`src/rtl/ssc_pkg.sv`:
```
// Shared types and defaults for the start/stop/clear scheduler slice.
package ssc_pkg;

    localparam int NREQ_DEF   = 4;
    localparam int HOLD_W_DEF = 8;
    localparam int TMO_DEF    = 16;

    typedef enum logic [2:0] {
        S_IDLE   = 3'd0,
        S_RUN    = 3'd1,
        S_LOW    = 3'd2,
        S_ARM    = 3'd3,
        S_DISARM = 3'd4,
        S_DONE   = 3'd5,
        S_ERR    = 3'd6
    } state_e;

endpackage

```
`src/rtl/ssc_rr_arb.sv`:
```
// Combinational round-robin pick: first set request searching upward,
// circularly, from ptr+1.
module ssc_rr_arb
    import ssc_pkg::*;
#(
    parameter int NREQ  = NREQ_DEF,
    parameter int IDX_W = $clog2(NREQ)
) (
    input  logic [NREQ-1:0]  req,
    input  logic [IDX_W-1:0] ptr,
    output logic [NREQ-1:0]  onehot,
    output logic [IDX_W-1:0] idx
);

    logic             found;
    logic [IDX_W-1:0] cand;

    always_comb begin
        onehot = '0;
        idx    = '0;
        found  = 1'b0;
        cand   = '0;
        for (int i = 1; i <= NREQ; i++) begin
            cand = IDX_W'((int'(ptr) + i) % NREQ);
            if (!found && req[cand]) begin
                found        = 1'b1;
                idx          = cand;
                onehot[cand] = 1'b1;
            end
        end
    end

endmodule

```
`src/rtl/ssc_sched.sv`:
```
// Round-robin scheduler that walks one shared start/stop/clear FSM through
// IDLE->START->STOP->CLEAR on behalf of the granted requester.
module ssc_sched
    import ssc_pkg::*;
#(
    parameter int NREQ   = NREQ_DEF,
    parameter int HOLD_W = HOLD_W_DEF,
    parameter int TMO    = TMO_DEF
) (
    input  logic              clk_i,
    input  logic              rst_i,
    input  logic [NREQ-1:0]   req_i,
    input  logic [HOLD_W-1:0] hold_i,
    output logic [NREQ-1:0]   gnt_o,
    output logic [NREQ-1:0]   done_o,
    output logic              err_o,
    output logic              busy_o,
    output logic              a_o,
    input  logic              k1_i,
    input  logic              k2_i
);

    localparam int IDX_W = $clog2(NREQ);
    localparam int TW    = $clog2(TMO + 1);
    localparam logic [TW-1:0] TMO_LAST = TW'(TMO - 1);

    // Handshake: req_i is a level, sampled only in S_IDLE. gnt_o is one-hot
    // from the grant edge until the cycle done_o/err_o pulses (one cycle each);
    // req_i changes while gnt_o is held are ignored.

    state_e            state_q, state_d;
    logic [IDX_W-1:0]  rr_ptr;
    logic [NREQ-1:0]   sel_q;
    logic [HOLD_W-1:0] hold_q;
    logic [HOLD_W-1:0] hold_cnt;
    logic [TW-1:0]     tmo_cnt;
    logic [NREQ-1:0]   arb_onehot;
    logic [IDX_W-1:0]  arb_idx;
    logic              arb_any;

    ssc_rr_arb #(
        .NREQ  (NREQ),
        .IDX_W (IDX_W)
    ) u_arb (
        .req    (req_i),
        .ptr    (rr_ptr),
        .onehot (arb_onehot),
        .idx    (arb_idx)
    );

    assign arb_any = |req_i;
    assign busy_o  = (state_q != S_IDLE);

    always_comb begin
        state_d = state_q;
        case (state_q)
            S_IDLE:   if (arb_any) state_d = S_RUN;
            S_RUN:    if (hold_cnt == hold_q - HOLD_W'(1)) state_d = S_LOW;
            S_LOW:    state_d = S_ARM;
            S_ARM: begin
                // An acknowledgement in the final timeout cycle still counts.
                if (k2_i)                     state_d = S_DISARM;
                else if (tmo_cnt == TMO_LAST) state_d = S_ERR;
            end
            S_DISARM: begin
                if (k1_i)                     state_d = S_DONE;
                else if (tmo_cnt == TMO_LAST) state_d = S_ERR;
            end
            S_DONE:   state_d = S_IDLE;
            S_ERR:    state_d = S_IDLE;
            default:  state_d = S_IDLE;
        endcase
    end

    always_ff @(posedge clk_i or posedge rst_i) begin
        if (rst_i) begin
            state_q  <= S_IDLE;
            rr_ptr   <= IDX_W'(NREQ - 1);
            sel_q    <= '0;
            hold_q   <= '0;
            hold_cnt <= '0;
            tmo_cnt  <= '0;
            a_o      <= 1'b0;
            gnt_o    <= '0;
            done_o   <= '0;
            err_o    <= 1'b0;
        end else begin
            state_q <= state_d;
            if (state_q == S_IDLE && arb_any) begin
                rr_ptr <= arb_idx;
                sel_q  <= arb_onehot;
                hold_q <= (hold_i == '0) ? HOLD_W'(1) : hold_i;
            end
            if (state_d != state_q) begin
                hold_cnt <= '0;
                tmo_cnt  <= '0;
            end else begin
                if (state_q == S_RUN)
                    hold_cnt <= hold_cnt + HOLD_W'(1);
                if (state_q == S_ARM || state_q == S_DISARM)
                    tmo_cnt <= tmo_cnt + TW'(1);
            end
            // Outputs are registered from the next state so they line up with state_q.
            a_o <= (state_d == S_RUN) || (state_d == S_ARM);
            if (state_d == S_RUN || state_d == S_LOW || state_d == S_ARM || state_d == S_DISARM)
                gnt_o <= (state_q == S_IDLE) ? arb_onehot : sel_q;
            else
                gnt_o <= '0;
            done_o <= (state_d == S_DONE) ? sel_q : '0;
            err_o  <= (state_d == S_ERR);
        end
    end

endmodule

```
`config.mk`:
```
export PLATFORM = sky130hd
export DESIGN_NAME = ssc_sched
export DESIGN_NICKNAME = d
export VERILOG_FILES = /design/src/rtl/ssc_pkg.sv /design/src/rtl/ssc_rr_arb.sv /design/src/rtl/ssc_sched.sv
export SDC_FILE = /design/constraint.sdc
export NUM_CORES = 1
export LEC_CHECK = 0
export BUFFER_PORTS_ARGS = -buffer_cell sky130_fd_sc_hd__buf_4
export CAP_MARGIN = 20
export CORE_MARGIN = 5
export CORE_UTILIZATION = 40
export CTS_CLUSTER_DIAMETER = 80
export CTS_CLUSTER_SIZE = 25
export DETAILED_ROUTE_END_ITERATION = 8
export GPL_ROUTABILITY_DRIVEN = 0
export PLACE_DENSITY = 0.6
export SKIP_LAST_GASP = 1
export SYNTH_ARGS = -nofsm -noshare
export SYNTH_HDL_FRONTEND = slang
export SYNTH_HIERARCHICAL = 1
export SYNTH_SLANG_ARGS = --single-unit
```
`constraint.sdc`:
```
create_clock -name clk_i -period 3.4 [get_ports clk_i]
set_clock_uncertainty 0.05 [all_clocks]
set_input_delay 0.17 -clock clk_i [delete_from_list [all_inputs] [get_ports clk_i]]
set_output_delay 0.17 -clock clk_i [all_outputs]
set_load 0.01 [all_outputs]
```
==> metrics.yaml, run 1 <==
run_status: "finished, final reports clean"
worst_pin_slew_ns: 0.781
syn2layout_area_growth_pct: 12.1
cp.buffers_inverters: 1
cts_hold_buffers: 1
final_min_period_over_clock_period: 0.776
synthDominantCellAreaShare: 0.364
die_width_um: 90.8
netlist_area_mm2: 0.00261
yosysWarningCount: 6
critPathRequiredTime_ns: 3.54
clock_tree_from_tritoncts: "done"
ios: 27
met2_wirelength_um: 2600
route.detailed.vias_per_inst: 5.42
floorplan.die_area_mm2: 0.00825
place_ws_ns: 0.789
p_leak_nw: 1.32
hold_path_class: "input port to flop"
dr.max_layer_used: "met4"
antenna_violations_before_repair: 0
root_buffer: "clkbuf_8"
drv.max_cap_violation_count: 0
detailroute.via_count: 1985
met1_length_um: 2580
fmax_mhz: 379
synthDistinctLibCells: 58
finalPower_w: 0.00238
synth_edf_count: 0
route.final.wire_length_um: 5440
final_layout_setup_total_negative_slack_ns: 0
drt-wirelength-per-cell_um: 14.9
count_of_mapped_cells_out_of_synthesis: 266
cp-start-kind: "flop"
tritoncts_buffer_count: 5
crit_chain: "inv_1 -> ha_1 -> mux4_2 -> nand2_1 -> o21ai_1 -> a221o_1 -> mux2_2"
postLayoutSetupSlackWorst_ns: 0.762
worst_setup_hold_path_clk_slew_ns: 0.08
number_of_nets_still_failing_antenna_checks_after_routing: 0
first_global_vias: 2051
rsz0062_at_grt: "no"
critical_path_arrival_ns: 2.78
worst_path_max_delay_cell: "dfstp_2"
post_route_cells_drive_above_1_share: 0.221
final_routed_drc_violation_total: 0
grt_pass1_wl_um: 9550
synth_most_common_cell: "dfrtp_1"
max_stage_delay_ns: 0.75
synth_largest_area_cell: "dfrtp_1"
grt_start_max_net_pins: 22
ctsLongestPathBuffers: 2
synth_flop_cell: "dfrtp_1"
mappedNetlistNets: 294
ir_drop_v: 0.000367
path_delay_family: "flip-flops"
fp-row-count: 29
timing.max_slew.rel_slack: 0.478
timing_hold_violations_final: 0
floorplan.initialDensity: 0.412
criticalPathCategory: "flop to flop"
cts_setup_buffers: 0
cts_resized: 0
seq_area_frac_synth: 0.384
detail_route.first_pass.iterations: 4
worst_skew_pair.late_latency_ns: 0.30
cts_htree_levels: 2
proportion_of_register_bits_with_asynchronous_set_or_reset_after_synthesis: 1.00
drv_slew: 0
route.met3.wl_um: 208
io_buffers: 26
cts_sinks: 40
postSynthRegisterBits: 40
diodes: 0
die_height_um: 90.8
finalCriticalPeriod_ns: 2.64
post_synth.cell_area_avg_um2: 9.83
crit_fanout: 18
setup_viol: 0
critical_path.endpoint_type: "flop"
synth_area_leaders: "dfrtp_1, ha_1, mux2_2"
nets: 316
grt_usage: 0.139
grt_overflow: 0
place.detailed.hpwl_um: 3940
drtIter0Drc: 57
leading_cell_types_by_count_after_synthesis: "dfrtp_1, nand2_1, nor2_1"
power-per-cell-area_mw_per_mm2: 814
total_of_fill_cells_in_the_finished_design: 615
coreArea_mm2: 0.00635
-- worst register-to-register path, cell delays in order (launching register included) --
cell and delay (ns):
dfstp_2 0.75, inv_1 0.16, ha_1 0.42, mux4_2 0.45
nand2_1 0.11, o21ai_1 0.06, a221o_1 0.28, mux2_2 0.26
-- state kept, by name (all words and copies together) (netlist names) --
| signal | flops |
|---|---|
| hold_q | 8 |
| gnt_o | 4 |
| sel_q | 4 |
| done_o | 4 |
| tmo_cnt | 5 |
| state_q | 3 |
| rr_ptr | 2 |
| a_o | 1 |
| err_o | 1 |
| hold_cnt | 8 |
-- metal layers --
layer	vias up	GRT usage
met2	40	0.231
met4	0	0.0403
met1	957	0.179
met3	6	0.0333
met5	-	0
li1	982	-
-- cell type report --
type                            count  area, um2  share of cell area
Inverter                           14       52.6              0.0179
Tap cell                           77       96.3              0.0329
Timing Repair Buffer               28        213              0.0726
Clock buffer                        6       72.6              0.0248
Multi-Input combinational cell    199       1460               0.497
Sequential cell                    40       1000               0.343
Clock inverter                      2       35.0              0.0120
-- where the power goes --
part	internal, W	leakage (nW)	total, W	switching (W)
Clock	0.000218	0.0552	0.000391	0.000173
Sequential	0.000631	0.511	0.000832	0.000201
Combinational	0.000553	0.757	0.00116	0.000608
-- through the flow --
| step | hold slack, ns | cell area (um2) | util | std cells |
|---|---|---|---|---|
| 2_1_floorplan | 0.237 | 2610 | - | 266 |
| 3_3_place_gp | 0.291 | 2810 | 0.443 | 357 |
| 6_report | 0.0376 | 2930 | 0.461 | 366 |
| 3_5_place_dp | 0.285 | 2810 | 0.443 | 357 |
| 5_1_grt | 0.0446 | 2930 | 0.461 | 366 |
| 4_1_cts | 0.0356 | 2930 | 0.461 | 366 |
-- path summary, 6_finish.rpt --
kind / cells past startpoint / startpoint / slack [ns] / to
max: 7 / rr_ptr[0]$_DFFE_PP1P_ / 0.76 / sel_q[2]$_DFFE_PP0P_
min: 3 / hold_i[3] / 0.04 / hold_q[3]$_DFFE_PP0P_
max reg2reg: 7 / rr_ptr[0]$_DFFE_PP1P_ / 0.76 / sel_q[2]$_DFFE_PP0P_
min reg2reg: 1 / sel_q[0]$_DFFE_PP0P_ / 0.46 / done_o[0]$_DFF_PP0_
max in group asynchronous: 4 / rst_i / 2.04 / tmo_cnt[4]$_DFFE_PP0P_
min in group asynchronous: 3 / rst_i / 0.48 / done_o[3]$_DFF_PP0_
-- placed cells by master (no fill, tap or decap), drive strengths merged, types with 3 or more instances in the layout --
cell type,instances
dfrtp,38
nand2,27
buf,27
nor2,26
inv,13
o21ai,13
mux2,12
a21oi,12
ha,12
xor2,11
xnor2,9
clkbuf,6
nand4,5
nand3,5
mux2i,5
and2,5
nor4,5
and3,4
a221o,4
nor2b,4
nor3,4
and3b,3
a211oi,3
-- cells by family (layout without fill, tap and decap cells) --
kind of cell               count (synthesis)  count (layout)  share of synthesized area
buffers and inverters                     27              50                     0.0589
and+or+nand+nor                           96              96                      0.196
AOI/OAI and AO/OA                         52              52                      0.148
muxes                                     19              19                     0.0881
adders and majority gates                 12              12                     0.0574
DFF                                       40              40                      0.384
xor gates and xnor gates                  20              20                     0.0670
No activity file was read; power rests on OpenSTA's default activity.
==> inputs of run 2 (changes only) <==
--- a/config.mk
+++ b/config.mk
@@ -13,7 +13,7 @@
 export CTS_CLUSTER_SIZE = 25
 export DETAILED_ROUTE_END_ITERATION = 8
 export GPL_ROUTABILITY_DRIVEN = 0
-export PLACE_DENSITY = 0.6
+export PLACE_DENSITY = 0.62
 export SKIP_LAST_GASP = 1
 export SYNTH_ARGS = -nofsm -noshare
 export SYNTH_HDL_FRONTEND = slang
==> constraint.sdc (replaced) <==
create_clock -name clk_i -period 2.41 [get_ports clk_i]
set_clock_uncertainty 0.05 [all_clocks]
set_input_delay 0.1205 -clock clk_i [delete_from_list [all_inputs] [get_ports clk_i]]
set_output_delay 0.1205 -clock clk_i [all_outputs]
set_load 0.01 [all_outputs]
==> metrics.yaml, run 2 (synthesis gave the netlist of run 1 again) <==
run_status: "finished, final reports clean"  # unchanged
detailroute.via_count: 1982  # was 1985
p_leak_nw: 1.37  # was 1.32 nW
critical_path.endpoint_type: "flop"  # unchanged
total_of_fill_cells_in_the_finished_design: 589  # was 615
nets: 326  # was 316
worst_setup_hold_path_clk_slew_ns: 0.08  # about the same
coreArea_mm2: 0.00635  # unchanged
antenna_violations_before_repair: 0  # unchanged
cp-start-kind: "flop"  # unchanged
rsz0062_at_grt: "no"  # unchanged
first_global_vias: 2061  # was 2051
worstReg2RegStart: "rr_ptr[0]$_DFFE_PP1P_"  # unchanged
floorplan.initialDensity: 0.412  # unchanged
root_buffer: "clkbuf_8"  # unchanged
hold_path_class: "input port to flop"  # unchanged
final_layout_setup_total_negative_slack_ns: 0  # unchanged
grt_pass1_wl_um: 9450  # was 9550 um
floorplan.die_area_mm2: 0.00825  # unchanged
ctsLongestPathBuffers: 2  # unchanged
cts_sinks: 40  # unchanged
finalCriticalPeriod_ns: 2.27  # was 2.64 ns
power_switching_w: 0.00142  # was 0.000983 W
drtIter0Drc: 53  # was 57
criticalPathCategory: "flop to flop"  # unchanged
share_clk_of_total_power: 0.157  # was 0.164
worst_path_max_delay_cell: "dfstp_2"  # unchanged
route.final.wire_length_um: 5330  # was 5440 um
critPathRequiredTime_ns: 2.54  # was 3.54 ns
worst_pin_slew_ns: 0.688  # was 0.781 ns
layout_top_registers: "hold_cnt x8, hold_q x8, tmo_cnt x5"  # unchanged
internal-power_w: 0.00207  # was 0.00140 W
place_ws_ns: 0.0622  # was 0.789 ns
timing.hold.worst.start: "hold_i[4]"  # was hold_i[3]
grt_start_max_net_pins: 41  # was 22
ios: 27  # unchanged
grt_usage: 0.136  # was 0.139
max_stage_delay_ns: 0.55  # was 0.75 ns
die_width_um: 90.8  # unchanged
worst_r2r_setup_slack_ns: 0.14  # was 0.76 ns
timing_hold_violations_final: 0  # unchanged
postLayoutSetupSlackWorst_ns: 0.144  # was 0.762 ns
post_route_cells_drive_above_1_share: 0.261  # was 0.221
power-per-cell-area_mw_per_mm2: 1150  # was 814 mW/mm2
pwr-share-comb: 0.522  # was 0.487
grt_overflow: 0  # unchanged
setup.worst_path.start: "rr_ptr[0]$_DFFE_PP1P_"  # unchanged
tritoncts_buffer_count: 5  # unchanged
grt_util_met2: 0.225  # was 0.231
crit_fanout: 10  # was 18
drv.max_cap_violation_count: 0  # unchanged
io_buffers: 26  # unchanged
detail_route.first_pass.iterations: 4  # unchanged
layout.cells.most_common: "dfrtp_1"  # unchanged
critical_path_arrival_ns: 2.40  # was 2.78 ns
fp-row-count: 29  # unchanged
setup_viol: 0  # unchanged
grt.met3_usage: 0.0308  # was 0.0333
share_of_total_power_in_sequential_cells: 0.322  # was 0.349
final_min_period_over_clock_period: 0.940  # was 0.776
most-common-layout-cells: "dfrtp_1, buf_4, nand2_1"  # was dfrtp_1, nand2_1, buf_4
crit_chain: "inv_1 -> ha_4 -> mux4_2 -> nand2_1 -> o21ai_1 -> a221o_1 -> mux2_2"  # was inv_1 -> ha_1 -> mux4_2 -> nand2_1 -> o21ai_1 -> a221o_1 -> mux2_2
final_routed_drc_violation_total: 0  # unchanged
drt-wirelength-per-cell_um: 14.2  # was 14.9 um
worst_skew_pair.late_latency_ns: 0.29  # was 0.30 ns
grt_busiest_layer: "met2"  # unchanged
cts_htree_levels: 2  # unchanged
switching_share: 0.406  # was 0.412
place.detailed.hpwl_um: 3920  # was 3940 um
fmax_mhz: 441  # was 379 MHz
diodes: 0  # unchanged
drv_slew: 0  # unchanged
syn2layout_area_growth_pct: 15.9  # was 12.1%
timing.max_slew.rel_slack: 0.536  # was 0.478
met1_usage: 0.178  # was 0.179
number_of_nets_still_failing_antenna_checks_after_routing: 0  # unchanged
ir_drop_v: 0.000855  # was 0.000367 V
route.detailed.vias_per_inst: 5.27  # was 5.42
clock_tree_from_tritoncts: "done"  # unchanged
die_height_um: 90.8  # unchanged
==> run 2: area by class of cell <==
cell class                 instances  area, um2  area share
multi-input combinational        199       1480       0.487
sequential                        40       1000       0.332
timing repair buffer              38        290      0.0958
tap                               77       96.3      0.0318
clock buffer                       5       68.8      0.0227
inverter                          14       52.6      0.0173
clock inverter                     3       42.5      0.0140
==> run 2: critical path: cells and delay by family (launching register included) <==
kind            cells  cell delay [ns]
compound gates      2             0.35
fa+ha+maj           1             0.32
buf+inv             1             0.11
flops               1             0.55
mux                 2             0.66
simple gates        1             0.11
==> run 2: metal layers <==
| layer | share of wire | wire (um) | vias up |
|---|---|---|---|
| met1 | 0.48 | 2550 | 948 |
| li1 | - | - | 994 |
| met2 | 0.48 | 2540 | 36 |
| met5 | 0 | 0 | - |
| met3 | 0.036 | 190 | 4 |
| met4 | 0.0094 | 50 | 0 |
==> run 2: final timing paths <==
check,end,cells after the start
worst max-delay path,sel_q[1]$_DFFE_PP0P_,7
min in group asynchronous,hold_q[1]$_DFFE_PP0P_,4
worst max register to register,sel_q[1]$_DFFE_PP0P_,7
worst min-delay path,hold_q[4]$_DFFE_PP0P_,2
max in group asynchronous,hold_q[0]$_DFFE_PP0P_,4
worst min register to register,done_o[1]$_DFF_PP0_,1
==> run 2: what timing repair did <==
item                                   in CTS  in global routing
gates resized for setup                     0                  4
setup endpoints to repair                   0                 17
hold buffers                                2                  0
endpoints found under the hold margin      39                  0
buffers inserted                            0                  1
==> run 2: power by group through the flow <==
stage / Clock (W) / Combinational, W / Sequential (W)
after global placement: 0 / 0.00178 / 0.00112
after detailed placement: 0 / 0.00180 / 0.00113
final: 0.000546 / 0.00182 / 0.00112
after CTS: 0.000559 / 0.00181 / 0.00112
after floorplan: 0 / 0.00148 / 0.00107
after global routing: 0.000590 / 0.00203 / 0.00116
==> run 2: metrics by stage <==
stage | cell area [um2] | hold WS (ns) | instances | util | power, W
after CTS | 3020 | 0.00848 | 375 | 0.475 | 0.00349
after detailed placement | 2880 | 0.245 | 365 | 0.454 | 0.00293
final | 3030 | 0.0144 | 376 | 0.477 | 0.00349
after global placement | 2880 | 0.242 | 365 | 0.454 | 0.00290
after global routing | 3030 | 0.00342 | 376 | 0.477 | 0.00378
after floorplan | 2630 | 0.187 | 266 | - | 0.00256
==> inputs of run 3 (changes only) <==
--- a/config.mk
+++ b/config.mk
@@ -13,7 +13,6 @@
 export CTS_CLUSTER_SIZE = 25
 export DETAILED_ROUTE_END_ITERATION = 8
 export GPL_ROUTABILITY_DRIVEN = 0
-export PLACE_DENSITY = 0.62
 export SKIP_LAST_GASP = 1
 export SYNTH_ARGS = -nofsm -noshare
 export SYNTH_HDL_FRONTEND = slang
==> metrics.yaml, run 3 (synthesis gave the netlist of run 1 again) <==
worst_setup_hold_path_clk_slew_ns: 0.08  # about the same
internal-power_w: 0.00210  # was 0.00207 W
place.detailed.hpwl_um: 3860  # was 3920 um
die_height_um: 90.8  # unchanged
most-common-layout-cells: "buf_4, dfrtp_1, nand2_1"  # was dfrtp_1, buf_4, nand2_1
timing.max_slew.rel_slack: 0.658  # was 0.536
layout_top_registers: "hold_cnt x8, hold_q x8, tmo_cnt x5"  # unchanged
final_min_period_over_clock_period: 0.968  # was 0.940
fp-row-count: 29  # unchanged
number_of_nets_still_failing_antenna_checks_after_routing: 0  # unchanged
io_buffers: 26  # unchanged
hold_path_class: "input port to flop"  # unchanged
layout.cells.most_common: "buf_4"  # was dfrtp_1
finalCriticalPeriod_ns: 2.33  # was 2.27 ns
floorplan.die_area_mm2: 0.00825  # unchanged
critPathRequiredTime_ns: 2.58  # was 2.54 ns
postLayoutSetupSlackWorst_ns: 0.0767  # was 0.144 ns
holdPathStages: 2  # unchanged
critical_path_arrival_ns: 2.51  # was 2.40 ns
ir_drop_v: 0.000560  # was 0.000855 V
capture_point_of_the_worst_reg_to_reg_path: "gnt_o[2]$_DFF_PP0_"  # was sel_q[1]$_DFFE_PP0P_
grt_busiest_layer: "met2"  # unchanged
run_status: "finished, final reports clean"  # unchanged
timing.reg2reg.worst_path_depth: 10  # was 7
cp-start-kind: "flop"  # unchanged
tritoncts_buffer_count: 5  # unchanged
critical_path.endpoint_type: "flop"  # unchanged
fmax_mhz: 429  # was 441 MHz
crit_chain: "ha_1 -> and3_1 -> ha_1 -> o21ai_0 -> o2bb2ai_1 -> a21oi_1 -> o311ai_0 -> xnor2_1 -> buf_4 -> nor2_1"  # was inv_1 -> ha_4 -> mux4_2 -> nand2_1 -> o21ai_1 -> a221o_1 -> mux2_2
ctsLongestPathBuffers: 2  # unchanged
clock_tree_from_tritoncts: "done"  # unchanged
nets: 331  # was 326
post_route_cells_drive_above_1_share: 0.260  # was 0.261
power_switching_w: 0.00142  # about the same
timing.hold.worst.start: "hold_i[5]"  # was hold_i[4]
antenna_violations_before_repair: 0  # unchanged
worst_pin_slew_ns: 0.507  # was 0.688 ns
drt-wirelength-per-cell_um: 14.3  # was 14.2 um
grt_start_max_net_pins: 41  # unchanged
grt.met3_usage: 0.0350  # was 0.0308
cts_htree_levels: 2  # unchanged
criticalPathCategory: "flop to flop"  # unchanged
detailroute.via_count: 2008  # was 1982
p_leak_nw: 1.40  # was 1.37 nW
hold_path_end: "hold_q[5]$_DFFE_PP0P_"  # was hold_q[4]$_DFFE_PP0P_
floorplan.initialDensity: 0.412  # unchanged
share_of_total_power_in_sequential_cells: 0.321  # was 0.322
switching_share: 0.403  # was 0.406
worst_path_most_repeated_cell: "ha_1"
die_width_um: 90.8  # unchanged
layout.cell_area.non_filler_mm2: 0.00306  # was 0.00303 mm2
max_stage_delay_ns: 0.39  # was 0.55 ns
finalPower_w: 0.00352  # was 0.00349 W
worst_path_max_delay_cell: "dfrtp_1"  # was dfstp_2
route.final.wire_length_um: 5470  # was 5330 um
met1_usage: 0.171  # was 0.178
setup_viol: 0  # unchanged
total_of_fill_cells_in_the_finished_design: 595  # was 589
rsz0062_at_grt: "no"  # unchanged
crit_fanout: 4  # was 10
grt_util_met2: 0.222  # was 0.225
worstReg2RegStart: "tmo_cnt[0]$_DFFE_PP0P_"  # was rr_ptr[0]$_DFFE_PP1P_
detail_route.first_pass.iterations: 4  # unchanged
place_ws_ns: 0.0939  # was 0.0622 ns
place_area_mm2: 0.00290  # was 0.00288 mm2
coreArea_mm2: 0.00635  # unchanged
power-per-cell-area_mw_per_mm2: 1150  # about the same
first_global_vias: 2072  # was 2061
grt_pass1_wl_um: 9230  # was 9450 um
drtIter0Drc: 66  # was 53
drv.max_cap_violation_count: 0  # unchanged
pwr-share-comb: 0.525  # was 0.522
route.detailed.vias_per_inst: 5.27  # about the same
syn2layout_area_growth_pct: 17.2  # was 15.9%
finish.utilization: 0.483  # was 0.477
worst_r2r_setup_slack_ns: 0.08  # was 0.14 ns
ios: 27  # unchanged
share_clk_of_total_power: 0.154  # was 0.157
cts_sinks: 40  # unchanged
final_layout_setup_total_negative_slack_ns: 0  # unchanged
timing_hold_violations_final: 0  # unchanged
drv_slew: 0  # unchanged
grt_usage: 0.135  # was 0.136
final_routed_drc_violation_total: 0  # unchanged
grt_overflow: 0  # unchanged
worst_skew_pair.late_latency_ns: 0.29  # about the same
root_buffer: "clkbuf_8"  # unchanged
diodes: 0  # unchanged
## run 3: critical path: cells and delay by family, from the launching register on
| family | cells | cell delay, ns |
|---|---|---|
| fa+ha+maj | 2 | 0.36 |
| compound gates | 4 | 0.85 |
| simple gates | 2 | 0.27 |
| buf+inv | 1 | 0.16 |
| flops | 1 | 0.39 |
| xor+xnor | 1 | 0.18 |
## run 3: repair_timing
item	4_1_cts	5_1_grt
buffers inserted	0	3
hold buffers	3	0
gates resized for setup	0	1
hold endpoints to repair	40	0
setup endpoints to repair	0	9
## run 3: how the worst max path moves through the flow
stage	from	to	slack [ns]	depth (start not counted)
2_1_floorplan	rr_ptr[0]$_DFFE_PP1P_	sel_q[0]$_DFFE_PP0P_	0.03	8
3_3_place_gp	rr_ptr[1]$_DFFE_PP1P_	sel_q[2]$_DFFE_PP0P_	0.12	7
3_5_place_dp	rr_ptr[1]$_DFFE_PP1P_	sel_q[1]$_DFFE_PP0P_	0.09	7
4_1_cts	rr_ptr[1]$_DFFE_PP1P_	sel_q[1]$_DFFE_PP0P_	0.08	7
5_1_grt	rr_ptr[1]$_DFFE_PP1P_	sel_q[0]$_DFFE_PP0P_	0.01	7
6_report	tmo_cnt[0]$_DFFE_PP0P_	gnt_o[2]$_DFF_PP0_	0.08	10
## run 3: power by group through the flow
stage / Combinational, W / Sequential [W] / Clock, W
5_1_grt: 0.00206 / 0.00117 / 0.000590
4_1_cts: 0.00180 / 0.00113 / 0.000564
6_report: 0.00185 / 0.00113 / 0.000541
3_5_place_dp: 0.00179 / 0.00114 / 0
3_3_place_gp: 0.00177 / 0.00114 / 0
2_1_floorplan: 0.00148 / 0.00107 / 0
## run 3: routing by layer
| metal | vias to the layer above | wire length, um |
|---|---|---|
| met4 | 0 | 59 |
| met2 | 30 | 2570 |
| met1 | 960 | 2620 |
| met5 | - | 0 |
| met3 | 7 | 213 |
| li1 | 1011 | - |
## run 3: final cells by class
type                    instances  area, um2  area share
multi-input cells             199       1470       0.481
inverters                      14       52.6      0.0171
flip-flops and latches         40       1000       0.327
clock buffers                   6       72.6      0.0237
well taps                      77       96.3      0.0314
clock inverters                 2       35.0      0.0114
repair buffers                 43        330       0.108
## run 3: stage by stage
stage                     hold slack (ns)  cells
after floorplan                     0.187    266
final                              0.0164    381
after detailed placement            0.243    367
after CTS                         0.00585    378
after global placement              0.245    367
after global routing              0.00576    381
